==> config.mk <==
export PLATFORM = sky130hd
export DESIGN_NAME = seq_frame_tx
export DESIGN_NICKNAME = d
export VERILOG_FILES = /design/src/rtl/seq_pkg.sv /design/src/rtl/seq_piso_shreg.sv /design/src/rtl/seq_frame_tx.sv
export SDC_FILE = /design/constraint.sdc
export NUM_CORES = 1
export LEC_CHECK = 0
export ABC_AREA = 1
export BUFFER_PORTS_ARGS = -buffer_cell sky130_fd_sc_hd__buf_2
export CAP_MARGIN = 25
export CORE_MARGIN = 1
export CORE_UTILIZATION = 53
export DETAILED_ROUTE_END_ITERATION = 7
export PLACE_DENSITY = 0.86
export SYNTH_ARGS = -nofsm -noshare
export SYNTH_HDL_FRONTEND = slang
export SYNTH_SLANG_ARGS = --single-unit
==> constraint.sdc <==
create_clock -name clk -period 1.85 [get_ports clk]
set_input_delay 0.0925 -clock clk [delete_from_list [all_inputs] [get_ports clk]]
set_output_delay 0.0925 -clock clk [all_outputs]
set_load 0.005 [all_outputs]
==> src/rtl/seq_pkg.sv <==
// Shared definitions for the sequence framing blocks: FSM state encoding,
// the default sync pattern, and a counter-width helper.
package seq_pkg;

   typedef enum logic [1:0] {
      IDLE = 2'b00,
      SYNC = 2'b01,
      DATA = 2'b10,
      PAR  = 2'b11
   } state_e;

   // Default sync word; the 1001 detector keys on the same constant.
   localparam logic [3:0] SYNC_PAT_DEF = 4'b1001;

   // Down-counter width able to index the longer of the sync and payload fields.
   function automatic int cnt_width(input int a, input int b);
      int m;
      m = (a > b) ? a : b;
      return (m > 1) ? $clog2(m) : 1;
   endfunction

endpackage

==> src/rtl/seq_piso_shreg.sv <==
// Parallel-in serial-out shift register, MSB first, with a running even-parity
// accumulator over the bits already shifted out.
module seq_piso_shreg #(
   parameter int W = 8
) (
   input  logic         clk,
   input  logic         rst,
   input  logic         load_i,
   input  logic         shift_i,
   input  logic [W-1:0] data_i,
   output logic         msb_o,
   output logic         parity_o
);

   logic [W-1:0] sh_q, sh_d;
   logic         par_q, par_d;

   // Load clears the parity; each shift folds the outgoing MSB into it.
   always_comb begin
      sh_d  = sh_q;
      par_d = par_q;
      if (load_i) begin
         sh_d  = data_i;
         par_d = 1'b0;
      end else if (shift_i) begin
         sh_d  = sh_q << 1;
         par_d = par_q ^ sh_q[W-1];
      end
   end

   // Shift register and parity state.
   always_ff @(posedge clk) begin
      if (rst) begin
         sh_q  <= '0;
         par_q <= 1'b0;
      end else begin
         sh_q  <= sh_d;
         par_q <= par_d;
      end
   end

   assign msb_o    = sh_q[W-1];
   assign parity_o = par_q;

endmodule

==> src/rtl/seq_frame_tx.sv <==
// Serial frame transmitter: sync pattern, payload MSB first, optional even
// parity. Line outputs are registered from the next-state values so each
// output bit lines up with the state that owns it.
module seq_frame_tx
   import seq_pkg::*;
#(
   parameter int                DATA_W    = 8,
   parameter int                SYNC_W    = 4,
   parameter logic [SYNC_W-1:0] SYNC_PAT  = SYNC_W'(SYNC_PAT_DEF),
   parameter int                PARITY_EN = 1
) (
   input  logic              clk,
   input  logic              rst,
   input  logic [DATA_W-1:0] din,
   input  logic              din_valid,
   output logic              din_ready,
   output logic              op,
   output logic              op_valid,
   output logic              busy,
   output logic              frame_done
);

   localparam int CNT_W = cnt_width(SYNC_W, DATA_W);

   state_e             state_q, state_d;
   logic [CNT_W-1:0]   cnt_q, cnt_d;
   logic               op_q, op_d;
   logic               op_valid_q, busy_q, busy_d;
   logic               frame_done_q, frame_done_d;
   logic [SYNC_W-1:0]  sync_sh;
   logic               load, shift, sh_msb, sh_par;

   // Next state and bit counter; the counter reloads on every state entry
   // and counts down to zero, so it never runs past a field.
   always_comb begin
      state_d = state_q;
      cnt_d   = cnt_q;
      case (state_q)
         IDLE: begin
            if (din_valid) begin
               state_d = SYNC;
               cnt_d   = CNT_W'(SYNC_W - 1);
            end
         end
         SYNC: begin
            if (cnt_q == '0) begin
               state_d = DATA;
               cnt_d   = CNT_W'(DATA_W - 1);
            end else begin
               cnt_d = cnt_q - CNT_W'(1);
            end
         end
         DATA: begin
            if (cnt_q == '0) begin
               state_d = (PARITY_EN != 0) ? PAR : IDLE;
               cnt_d   = '0;
            end else begin
               cnt_d = cnt_q - CNT_W'(1);
            end
         end
         PAR: begin
            state_d = IDLE;
            cnt_d   = '0;
         end
         default: begin
            state_d = IDLE;
            cnt_d   = '0;
         end
      endcase
   end

   // Output bit for the state being entered; IDLE parks the line at 0.
   always_comb begin
      sync_sh      = SYNC_PAT >> cnt_d;
      op_d         = 1'b0;
      case (state_d)
         SYNC:    op_d = sync_sh[0];
         DATA:    op_d = sh_msb;
         PAR:     op_d = sh_par;
         default: op_d = 1'b0;
      endcase
      busy_d       = (state_d != IDLE);
      frame_done_d = (PARITY_EN != 0) ? (state_d == PAR)
                                      : ((state_d == DATA) && (cnt_d == '0));
   end

   // Payload is captured on the handshake and shifted as each data bit goes out.
   assign load  = (state_q == IDLE) && din_valid;
   assign shift = (state_d == DATA);

   seq_piso_shreg #(.W(DATA_W)) u_shreg (
      .clk      (clk),
      .rst      (rst),
      .load_i   (load),
      .shift_i  (shift),
      .data_i   (din),
      .msb_o    (sh_msb),
      .parity_o (sh_par)
   );

   // State, counter and registered line outputs; reset aborts any frame.
   always_ff @(posedge clk) begin
      if (rst) begin
         state_q      <= IDLE;
         cnt_q        <= '0;
         op_q         <= 1'b0;
         op_valid_q   <= 1'b0;
         busy_q       <= 1'b0;
         frame_done_q <= 1'b0;
      end else begin
         state_q      <= state_d;
         cnt_q        <= cnt_d;
         op_q         <= op_d;
         op_valid_q   <= busy_d;
         busy_q       <= busy_d;
         frame_done_q <= frame_done_d;
      end
   end

   assign din_ready  = (state_q == IDLE) && !rst;
   assign op         = op_q;
   assign op_valid   = op_valid_q;
   assign busy       = busy_q;
   assign frame_done = frame_done_q;

endmodule
* Yosys cells after proc, flatten, opt, wreduce, memory -nomap -nowiden *
Cells that the tools add are included.

word-level totals
  bits in registers = 17
  input port bits = 11

operators by class
  add/sub/neg operators = 1
  equal/unequal tests = 6
  shift-type cells = 1
  mux-type cells = 11
  bitwise logic cells = 1
  reduce and logical (&&, ||, !) cells = 8

operators with widths
  kind                                                  count
  2-to-1 mux 8 bit                                      2
  case mux 3 bit (4 select lines)                       1
  2-to-1 mux 3 bit                                      3
  equality test 2 bit (second input constant)           4
  case mux 2 bit (4 select lines)                       1
  2-to-1 mux 2 bit                                      3
  equality test 2 x 1 -> 1 bit (second input constant)  2
  nonzero test 2 bit                                    2
  >> shifter 4 x 3 -> 1 bit (first input constant)      1
  logical NOT 3 bit                                     1
  case mux 1 bit (3 select lines)                       1
  subtractor 3 x 1 -> 3 bit (second input constant)     1
  logical AND 1 bit                                     2
  logical NOT 2 bit                                     1
  OR reduction 2 bit                                    1
  logical NOT 1 bit                                     1
  bitwise XOR 1 bit                                     1

* Depth between registers and ports, before layout *
Gate-level depths: netlist of the first run.

  depth after elaboration = 6
  mapped depth = 11

* By module *
From an unflattened synthesis of the first run, not the netlist that was laid out.

unflattened totals
  cell total of the unflattened synthesis = 136
  area total of the unflattened synthesis = 903.4 µm²

by module, submodules not included
  module          times used  cells an instance  area each (µm²)  seq. area each (µm²)
  seq_frame_tx    1           72                 459.2            160.2
  seq_piso_shreg  1           64                 444.2            180.2

* Worst setup path after synthesis of the first run *
OpenSTA, ideal clock, no wires.

  path kind = register -> register
  start = register cnt_q[0]
  end = register op_q, in the netlist op
  library setup time = 0.066 ns
  data arrival time = 1.473 ns
  setup slack = 0.311 ns
  stages on the path, launching flop included = 11
  buffers on the path = 0
  period minus slack after synthesis = 1.539 ns
  cell sequence = dfxtp_1 > nor2_1 > ha_1 > inv_1 > o21ai_1 > inv_2 > nor2_8 > nand2_2 > nand2_1 > inv_2 > a21oi_2

on the way
  longest elaborated chain between the ends = 5
  elaborated cells between the ends (all ways) = 14
  classes of those cells = 1 x add/sub; 3 x eq/ne; 1 x shift; 8 x mux; 1 x reduce/logical

ends and longest elaborated chain
  element                                                                             RTL line             text
  start: declaration                                                                  seq_frame_tx.sv:26   logic [CNT_W-1:0] cnt_q, cnt_d;
  start signal: assignment                                                            seq_frame_tx.sv:112  cnt_q <= cnt_d;
  subtractor 3 x 1 -> 3 bit or logical NOT 3 bit (tied branches)                      n/a
  2-to-1 mux 3 bit, or another cell as far along                                      seq_frame_tx.sv:54   if (cnt_q == '0) begin
  case mux 3 bit (4 select lines) or case mux 2 bit (4 select lines) (tied branches)  seq_frame_tx.sv:38   case (state_q)
  >> shifter 4 x 3 -> 1 bit, or another cell as far along                             seq_frame_tx.sv:74   sync_sh = SYNC_PAT >> cnt_d;
  case mux 1 bit (3 select lines) *                                                   seq_frame_tx.sv:76   case (state_d)
  end signal: assignment                                                              seq_frame_tx.sv:113  op_q <= op_d;
  end: declaration                                                                    seq_frame_tx.sv:27   logic op_q, op_d;

Mark *: on every way between the ends. The rest lies on a longest branch, timed or not.
A chain may end at the register's enable or synchronous reset.

* Worst setup path in the final report of the first run *
  start = register cnt_q[0]
  end = register u_shreg.sh_q[1]

on the way
  longest elaborated chain between the ends = 5
  elaborated cells between the ends (all ways) = 6
  classes of those cells = 1 x eq/ne; 3 x mux; 2 x reduce/logical

ends and longest elaborated chain
  element                                RTL line                                text
  logical NOT 3 bit *                    seq_frame_tx.sv:46, seq_frame_tx.sv:54
  2-to-1 mux 2 bit (on tied branches)    seq_frame_tx.sv:54, seq_frame_tx.sv:46
  case mux 2 bit (4 select lines) *      seq_frame_tx.sv:38
  equality test 2 bit *                  seq_frame_tx.sv:89                      assign shift = (state_d == DATA);
  nonzero test 2 bit (no source line) *  n/a
  end signal: assignment                 seq_piso_shreg.sv:34                    sh_q <= '0;
  end signal: assignment                 seq_piso_shreg.sv:37                    sh_q <= sh_d;
  end: declaration                       seq_piso_shreg.sv:15                    logic [W-1:0] sh_q, sh_d;

Marked as above.

==> key figures, run 1 <==
Worst hold path
  • Hold crit path type: input port to register

Die
  • Core ar.: 0.00154 mm^2
  • Starting Density: 57.8%
  • Num rows: 14
  • Die area: 0.00185 mm^2
  • Die Wd: 43 um
  • Die Ht: 43 um
  • Io pins: 16

Timing
  • Relative slew slack: 78.3%
  • Final period utilization: 92.3%
  • Fmax: 585 MHz
  • Final WS setup: 0.142 ns
  • Final min period: 1.71 ns
  • Slew @ Worst Pin: 0.325 ns
  • Skew final: 0.00702 ns
  • Fin. Hold Viols: 0
  • Final setup violation count: 0
  • Pins Over Slew Limit: 0

Synthesis
  • FFs w/ async S/R, synth: 0%
  • Avg Inst Size Synth: 7.18 um^2
  • Warning count from the yosys run: 0
  • Share of the synthesized area in the top cell type: 38.2%
  • Yosys top cell by area: dfxtp_1
  • Synth top area cells: dfxtp_1, nand2_1, nor2_1
  • Net count after synthesis: 137
  • EDFF count, synth: 0
  • Netlist cell types: 23
  • Most common flop cell mapped by yosys: dfxtp_1
  • Sequential area share after synthesis: 38.2%
  • Synthesized area: 891 um^2
  • #FFs+latches synth: 17
  • Mapped Cells: 124

CTS
  • CTS Root Cell: clkbuf_4
  • Max Root-Sink Buffers: 2
  • H-tree depth: 1
  • CTS tree: built
  • Clk Latency, worst-skew pair: 0.30 ns
  • Sink Count: 17
  • Hold_buf cts: 0
  • Clk slew on worst S/H paths: 0.10 ns
  • CTS buffer count: 3
  • Post-CTS Repair Setup Buffers: 0
  • Post-CTS sizing: 0

GRT
  • Antenna violations before repair: 0
  • Overall global routing resource usage: 19.6%
  • Number of global-route vias before repair: 713
  • Total gr overflow: 0
  • First-pass GRT wire length: 2.73 mm
  • Largest net degree at the start of global routing: 12

Routing
  • Routed len/inst: 10.5 um
  • Vias per cell: 5.14
  • Via Count: 807
  • DR pass1 iterations: 4
  • WL final: 1.64 mm
  • Antenna Nets Post-Route: 0
  • Iter 0 DRT Violations: 17
  • DRC Markers: 0

Power and ir drop
  • Pwr dens: 1080 mW/mm^2
  • Power, Total: 1.09 mW
  • P_sw: 0.425 mW
  • Worst vdd ir: 601 uV
  • Sequential share of power: 42.2%
  • Leak: 0.518 nW
  • Power share of the clock group: 18.2%
  • Switching part of the total: 39.0%
  • Gate power share: 39.6%
  • Total internal power: 0.665 mW

Finish
  • Nets: 155
  • Most common cell after layout, fill and taps aside: nand2_1
  • # diodes: 0
  • P&R area growth vs syn: 13.5%
  • Most frequent cells in the layout: nand2_1, dfxtp_1, nor2_1
  • # fillers: 145
  • Share of layout cells above drive strength 1: 30.5%

Status
  • Status: finished, final reports clean

Worst setup path
  • R2R depth: 10
  • Worst R2R End: u_shreg.sh_q[1]$_SDFFE_PP0P_
  • Crit-path cells: nor2_2 -> ha_2 -> inv_1 -> o21ai_2 -> inv_2 -> nor2_8 -> nor2_8 -> inv_2 -> nand2_1 -> a21oi_2
  • WP depth: 10
  • Maximum fanout along the worst path: 7
  • Critical path arrival: 1.94 ns
  • Worst EP required: 2.08 ns
  • Buf+Inv Stages, Crit Path: 3
  • Worst r2r src: cnt_q[0]$_SDFF_PP0_
  • Startpoint types: register
  • R2R setup slack: 0.14 ns
  • Slowest stage cell, crit path: dfxtp_1
  • Worst path top cell family by delay: simple AND/OR/NAND/NOR gates
  • Crit. Startpoint: cnt_q[0]$_SDFF_PP0_
  • CP Capture Point: u_shreg.sh_q[1]$_SDFFE_PP0P_
  • Crit path kind: register to register
  • Nature of the critical path endpoint: register
  • Largest stage delay on the critical path: 0.35 ns

Placed design
  • HPWL after DPL: 1.26 mm
  • Gpl congestion: 0.951
  • PortBufs: 15
  • Pre-CTS setup slack: 0.115 ns

Run
  • Max-Cap Viols: 0
sequential cells by signal, indices dropped and copies added (netlist names):
name              flops
busy                  1
cnt_q                 3
frame_done            1
op                    1
state_q               2
u_shreg.parity_o      1
u_shreg.sh_q          8
cell usage after synthesis (2+ instances only):
library cell / n
nand2_2: 3
dfxtp_1: 17
nand2_4: 2
ha_1: 2
nand3_1: 3
nor2_1: 17
nor2_8: 3
nand2_1: 37
inv_2: 8
a22oi_1: 2
a21oi_1: 5
inv_1: 9
a21oi_2: 2
o21ai_0: 2
o21ai_1: 4
worst min-delay path by stage:
stage,from,end,slack [ns],cells past startpoint
after global routing,din[0],u_shreg.sh_q[0]$_SDFFE_PP0P_,0.05,3
after floorplan,din[0],u_shreg.sh_q[0]$_SDFFE_PP0P_,0.24,2
after detailed placement,din[0],u_shreg.sh_q[0]$_SDFFE_PP0P_,0.36,3
after global placement,din[0],u_shreg.sh_q[0]$_SDFFE_PP0P_,0.35,3
final,din[0],u_shreg.sh_q[0]$_SDFFE_PP0P_,0.04,3
after CTS,din[0],u_shreg.sh_q[0]$_SDFFE_PP0P_,0.04,3
cells by family (layout without fill, tap and decap cells):
kind of cell	count (synthesis)	in the layout	share of synthesized area, %
and+or+nand+nor	68	68	38.2
AOI/OAI and AO/OA	17	17	11.7
buffers and inverters	20	37	9.13
DFF	17	17	38.2
adders and majority gates	2	2	2.81
metal layers:
metal	vias to the layer above	track usage [%]	wire, um
li1	418	-	-
met5	-	0	0
met3	4	2.55	67
met1	366	23.4	707
met4	0	14.5	40
met2	19	31.8	826
power by group through the flow:
stage | clock (mW) | combinational, mW | sequential (mW)
after floorplan | 0 | 0.342 | 0.462
after global placement | 0 | 0.410 | 0.465
after detailed placement | 0 | 0.422 | 0.466
after CTS | 0.204 | 0.424 | 0.458
after global routing | 0.217 | 0.485 | 0.469
final | 0.198 | 0.432 | 0.460
tightest hold or removal path, cell delays in order:
cell     delay, ns
buf_2         0.09
nand2_1       0.05
a21oi_1       0.06
metrics by stage:
| step | area (um^2) | std cells | hold WS (ns) | util (%) | setup TNS, ns |
|---|---|---|---|---|---|
| 6_report | 1010 | 157 | 0.0421 | 65.6 | 0 |
| 5_1_grt | 1010 | 157 | 0.0537 | 65.6 | -0.0205 |
| 4_1_cts | 1000 | 157 | 0.0415 | 65.0 | 0 |
| 3_5_place_dp | 975 | 153 | 0.363 | 63.2 | 0 |
| 3_3_place_gp | 975 | 153 | 0.349 | 63.2 | 0 |
| 2_1_floorplan | 891 | 124 | 0.240 | - | 0 |
cell type report:
| type | instances | area [um^2] | share of cell area [%] |
|---|---|---|---|
| Clock buffer | 3 | 22.5 | 2.23 |
| Clock inverter | 1 | 5.00 | 0.495 |
| Inverter | 18 | 70.1 | 6.93 |
| Multi-Input combinational cell | 87 | 478 | 47.3 |
| Sequential cell | 17 | 340 | 33.7 |
| Tap cell | 16 | 20.0 | 1.98 |
| Timing Repair Buffer | 15 | 75.1 | 7.43 |
Note: power is estimated with default switching activity, not from simulation.
==> run 2: changes to the inputs <==
--- a/config.mk
+++ b/config.mk
@@ -9,9 +9,10 @@
 export BUFFER_PORTS_ARGS = -buffer_cell sky130_fd_sc_hd__buf_2
 export CAP_MARGIN = 25
 export CORE_MARGIN = 1
-export CORE_UTILIZATION = 53
+export CORE_UTILIZATION = 56
+export CTS_BUF_LIST = sky130_fd_sc_hd__clkbuf_8
 export DETAILED_ROUTE_END_ITERATION = 7
-export PLACE_DENSITY = 0.86
+export PLACE_DENSITY = 0.9
 export SYNTH_ARGS = -nofsm -noshare
 export SYNTH_HDL_FRONTEND = slang
 export SYNTH_SLANG_ARGS = --single-unit
==> key figures, run 2 (synthesized netlist as in run 1, its figures left out) <==
Die
  • Io pins: 16
  • Core ar.: 0.00149 mm^2
  • Die Wd: 41.9 um
  • Num rows: 14
  • Die Ht: 41.9 um
  • Starting Density: 59.8%
  • Die area: 0.00175 mm^2

Placed design
  • Cell Area, Placed: 975 um^2
  • HPWL after DPL: 1.37 mm
  • Pre-CTS setup slack: 0.0876 ns
  • Gpl congestion: 0.961
  • Placed cell count: 153
  • PortBufs: 15

Finish
  • Share of layout cells above drive strength 1: 30.5%
  • Largest regs: u_shreg.sh_q: 8 flops, cnt_q: 3 flops, state_q: 2 flops
  • Reg area: 340 um^2
  • Max FFs per register: 8
  • # diodes: 0
  • Multi-input logic area: 478 um^2
  • Final non-filler cell total: 157
  • Nets: 155
  • # fillers: 129
  • Most common cell after layout, fill and taps aside: nand2_1
  • Fin area: 0.00103 mm^2
  • Most frequent cells in the layout: nand2_1, dfxtp_1, nor2_1
  • P&R area growth vs syn: 15.6%
  • Reg with most FFs: u_shreg.sh_q
  • Final core occ: 69.2%

Timing
  • Final setup violation count: 0
  • Final min period: 1.74 ns
  • Fin. Hold Viols: 0
  • Final period utilization: 94.1%
  • Final WS setup: 0.109 ns
  • Pins Over Slew Limit: 0
  • Hold Worst Slack: 0.0930 ns
  • Relative slew slack: 75.8%
  • Slew @ Worst Pin: 0.362 ns
  • Skew final: 0.00103 ns
  • Fmax: 574 MHz

CTS
  • Hold_buf cts: 0
  • CTS Root Cell: clkbuf_8
  • H-tree depth: 1
  • Max Root-Sink Buffers: 2
  • Clk Latency, worst-skew pair: 0.25 ns
  • Post-CTS sizing: 0
  • CTS buffer count: 3
  • Sink Count: 17
  • Clk slew on worst S/H paths: 0.06 ns
  • Post-CTS Repair Setup Buffers: 0
  • CTS tree: built

Worst setup path
  • Startpoint types: register
  • Critical path arrival: 1.93 ns
  • R2R depth: 10
  • Worst R2R End: u_shreg.parity_o$_SDFFE_PP0N_
  • Worst r2r src: cnt_q[0]$_SDFF_PP0_
  • Crit path kind: register to register
  • Nature of the critical path endpoint: register
  • R2R setup slack: 0.11 ns
  • Worst EP required: 2.04 ns
  • Maximum fanout along the worst path: 6

Routing
  • Uppermost layer routed: met4
  • Routed len/inst: 11.4 um
  • Antenna Nets Post-Route: 0
  • Vias per cell: 5.40
  • Via Count: 848
  • M1 WL: 716 um
  • Met3 Wirelength: 93 um
  • DR pass1 iterations: 4
  • Iter 0 DRT Violations: 18
  • Metal2 WL: 932 um
  • WL final: 1.79 mm
  • DRC Markers: 0

GRT
  • Antenna violations before repair: 0
  • First-pass GRT wire length: 2.97 mm
  • Largest net degree at the start of global routing: 12
  • Overall global routing resource usage: 21.9%
  • Number of global-route vias before repair: 791
  • Total gr overflow: 0

Power and ir drop
  • Worst vdd ir: 532 uV
  • P_sw: 0.441 mW
  • Pwr dens: 1140 mW/mm^2
  • Gate power share: 37.4%
  • Total internal power: 0.734 mW
  • Leak: 0.525 nW
  • Sequential share of power: 39.3%
  • Power share of the clock group: 23.3%
  • Switching part of the total: 37.5%

Worst hold path
  • Worst hold endpoint: u_shreg.sh_q[0]$_SDFFE_PP0P_
  • Hold crit path type: input port to register
  • HP Start: din[0]
  • WHS Path Cells: 3

Run
  • Max-Cap Viols: 0

Status
  • Status: finished, final reports clean
run 2: routing by layer:
metal,vias to the layer above,global-route usage (%)
met5,-,0
li1,418,-
met2,41,40.9
met1,382,21.6
met3,7,3.91
met4,0,14.2
run 2: cell type report:
cell class | count | share of cell area [%]
clock buffer | 3 | 4.01
clock inverter | 1 | 0.486
inverter | 18 | 6.80
multi-input combinational | 87 | 46.4
sequential | 17 | 33.0
tap | 16 | 1.94
timing repair buffer | 15 | 7.29
run 2: power by group through the flow:
stage / sequential, mW / combinational [mW] / clock [mW]
2_1_floorplan: 0.462 / 0.342 / 0
6_report: 0.462 / 0.439 / 0.274
3_3_place_gp: 0.465 / 0.409 / 0
3_5_place_dp: 0.467 / 0.426 / 0
5_1_grt: 0.470 / 0.490 / 0.290
4_1_cts: 0.459 / 0.428 / 0.280
run 2: per-stage QoR:
step	setup TNS, ns	power (mW)
floorplan	0	0.804
global placement	0	0.874
detailed placement	0	0.893
CTS	0	1.17
global route	-0.00211	1.25
finish	0	1.18
run 2: worst max path at each step:
stage                        start                             to  slack [ns]  depth (start not counted)
2_1_floorplan  cnt_q[0]$_SDFF_PP0_                  op$_SDFF_PP0_        0.31                         10
3_3_place_gp   cnt_q[0]$_SDFF_PP0_                  op$_SDFF_PP0_        0.21                         10
3_5_place_dp   cnt_q[0]$_SDFF_PP0_                  op$_SDFF_PP0_        0.09                         10
4_1_cts        cnt_q[0]$_SDFF_PP0_                  op$_SDFF_PP0_        0.07                         10
5_1_grt        cnt_q[0]$_SDFF_PP0_  u_shreg.parity_o$_SDFFE_PP0N_      -0.002                         10
6_report       cnt_q[0]$_SDFF_PP0_  u_shreg.parity_o$_SDFFE_PP0N_        0.11                         10
run 2: worst max-delay path: stages, from the launching register on:
cell and delay, ns:
dfxtp_1 0.35, nor2_2 0.18, ha_2 0.24, inv_1 0.09, o21ai_2 0.20, inv_2 0.10, nor2_8 0.19, nand2_2 0.09
nand2_1 0.09, nand2_1 0.06, nor2_1 0.10
==> run 3: changes to the inputs <==
--- a/config.mk
+++ b/config.mk
@@ -5,7 +5,7 @@
 export SDC_FILE = /design/constraint.sdc
 export NUM_CORES = 1
 export LEC_CHECK = 0
-export ABC_AREA = 1
+export ABC_AREA = 0
 export BUFFER_PORTS_ARGS = -buffer_cell sky130_fd_sc_hd__buf_2
 export CAP_MARGIN = 25
 export CORE_MARGIN = 1
==> key figures, run 3 <==
Synthesis
  • Netlist cell types: 35
  • Share of the synthesized area in the top cell type: 37.6%
  • Net count after synthesis: 119
  • Top post-synthesis cells by count: nand2_1, dfxtp_1, nor2_1
  • Synth top area cells: dfxtp_1, nand2_1, buf_6
  • Sequential area share after synthesis: 37.6%
  • Avg Inst Size Synth: 8.55 um^2
  • Most common cell in the netlist: nand2_1
  • Mapped Cells: 106
  • #FFs+latches synth: 17
  • Most common flop cell mapped by yosys: dfxtp_1
  • Yosys top cell by area: dfxtp_1
  • EDFF count, synth: 0
  • Synthesized area: 906 um^2
  • Warning count from the yosys run: 0
  • FFs w/ async S/R, synth: 0%

Routing
  • Vias per cell: 6.04
  • Iter 0 DRT Violations: 35
  • Metal2 WL: 1.07 mm
  • WL final: 2.11 mm
  • DRC Markers: 0
  • DR pass1 iterations: 4
  • Routed len/inst: 15.3 um
  • Via Count: 834
  • Uppermost layer routed: met4
  • Antenna Nets Post-Route: 0
  • M1 WL: 865 um
  • Met3 Wirelength: 124 um

Finish
  • Most frequent cells in the layout: nand2_1, dfxtp_1, buf_2
  • Final core occ: 69.0%
  • Max FFs per register: 8
  • Share of layout cells above drive strength 1: 29.5%
  • Final non-filler cell total: 138
  • Most common cell after layout, fill and taps aside: nand2_1
  • Reg with most FFs: u_shreg.sh_q
  • Largest regs: u_shreg.sh_q: 8 flops, cnt_q: 3 flops, state_q: 2 flops
  • P&R area growth vs syn: 14.8%
  • Nets: 136
  • # diodes: 0

Placed design
  • PortBufs: 15
  • HPWL after DPL: 1.34 mm
  • Placed cell count: 134
  • Pre-CTS setup slack: -0.0824 ns
  • Gpl congestion: 0.809

Worst setup path
  • Worst R2R End: op$_SDFF_PP0_
  • Critical path arrival: 1.96 ns
  • Startpoint types: register
  • Crit path kind: register to register
  • Worst r2r src: cnt_q[0]$_SDFF_PP0_
  • Nature of the critical path endpoint: register
  • Worst EP required: 2.00 ns
  • R2R setup slack: 0.05 ns
  • Maximum fanout along the worst path: 5
  • R2R depth: 8

Worst hold path
  • Hold crit path type: input port to register
  • HP Start: din[0]
  • WHS Path Cells: 3
  • Worst hold endpoint: u_shreg.sh_q[0]$_SDFFE_PP0P_

GRT
  • Overall global routing resource usage: 24.3%
  • Antenna violations before repair: 0
  • Largest net degree at the start of global routing: 18
  • First-pass GRT wire length: 3.24 mm
  • Number of global-route vias before repair: 756
  • Total gr overflow: 0

Die
  • Io pins: 16
  • Core ar.: 0.00151 mm^2
  • Die area: 0.00178 mm^2
  • Num rows: 14
  • Die Wd: 42.2 um
  • Die Ht: 42.2 um
  • Starting Density: 60.1%

Timing
  • Fin. Hold Viols: 0
  • Pins Over Slew Limit: 0
  • Slew @ Worst Pin: 0.446 ns
  • Final period utilization: 97.4%
  • Final WS setup: 0.0477 ns
  • Fmax: 555 MHz
  • Skew final: 0.00295 ns
  • Final setup violation count: 0
  • Hold Worst Slack: 0.0827 ns
  • Relative slew slack: 70.2%
  • Final min period: 1.80 ns

CTS
  • Sink Count: 17
  • Max Root-Sink Buffers: 2
  • CTS buffer count: 3
  • H-tree depth: 1
  • Clk slew on worst S/H paths: 0.07 ns
  • CTS tree: built
  • Hold_buf cts: 0
  • Clk Latency, worst-skew pair: 0.26 ns
  • Post-CTS Repair Setup Buffers: 0
  • CTS Root Cell: clkbuf_8

Power and ir drop
  • Sequential share of power: 39.5%
  • Total internal power: 0.795 mW
  • Worst vdd ir: 564 uV
  • Power share of the clock group: 23.5%
  • Gate power share: 37.0%
  • Switching part of the total: 35.6%
  • Pwr dens: 1190 mW/mm^2
  • Power, Total: 1.23 mW
  • Leak: 0.442 nW
  • P_sw: 0.439 mW

Status
  • Status: finished, final reports clean

Run
  • Max-Cap Viols: 0
run 3: how the worst max path moves through the flow:
stage,slack (ns),depth (start not counted),startpoint,end
after CTS,0.0003,8,cnt_q[0]$_SDFF_PP0_,op$_SDFF_PP0_
after detailed placement,-0.08,8,cnt_q[0]$_SDFF_PP0_,op$_SDFF_PP0_
after floorplan,0.12,9,cnt_q[0]$_SDFF_PP0_,op$_SDFF_PP0_
final,0.05,8,cnt_q[0]$_SDFF_PP0_,op$_SDFF_PP0_
after global routing,-0.04,8,cnt_q[0]$_SDFF_PP0_,op$_SDFF_PP0_
after global placement,0.06,8,cnt_q[0]$_SDFF_PP0_,op$_SDFF_PP0_
run 3: cells by family after synthesis:
kind of cell	count (synthesis)	synth area share, %
simple gates	49	30.1
compound gates	23	18.4
flops	17	37.6
buf+inv	13	9.12
fa+ha+maj	2	2.76
xor+xnor	1	0.967
mux	1	1.11
run 3: area by class of cell:
type,instances,area (um^2)
inverter,5,18.8
clock inverter,1,5.00
fill,102,467
tap,16,20.0
multi-input combinational,76,502
timing repair buffer,20,113
sequential,17,340
clock buffer,3,41.3
run 3: worst max-delay path, cell delays in order, from the launching register on:
cell and delay (ns):
dfxtp_1 0.34, or2_2 0.31, inv_1 0.10, ha_4 0.18, and2b_1 0.22, o21ai_1 0.17
a31oi_1 0.12, a32oi_1 0.20, nand2_1 0.07
run 3: timing repair:
item / CTS / global route
pin swaps: 0 / 0
endpoints found under the hold margin: 0 / 0
resized for setup: 2 / 3
endpoints found under the setup margin: 2 / 8
run 3: routing by layer:
layer	GRT usage, %	up-vias
met5	0	-
met4	13.1	0
met3	3.88	5
met2	40.3	42
met1	30.1	392
li1	-	395
run 3: metrics by stage:
stage / cell area, um^2 / TNS (ns)
after floorplan: 906 / 0
after global placement: 975 / 0
after detailed placement: 975 / -0.0824
after CTS: 1020 / 0
after global routing: 1040 / -0.0447
final: 1040 / 0
run 3: power groups by stage:
stage	combinational (mW)	clock, mW	sequential (mW)
after floorplan	0.342	0	0.466
after global placement	0.397	0	0.483
after detailed placement	0.414	0	0.489
after CTS	0.422	0.284	0.482
after global routing	0.505	0.302	0.494
final	0.456	0.291	0.487
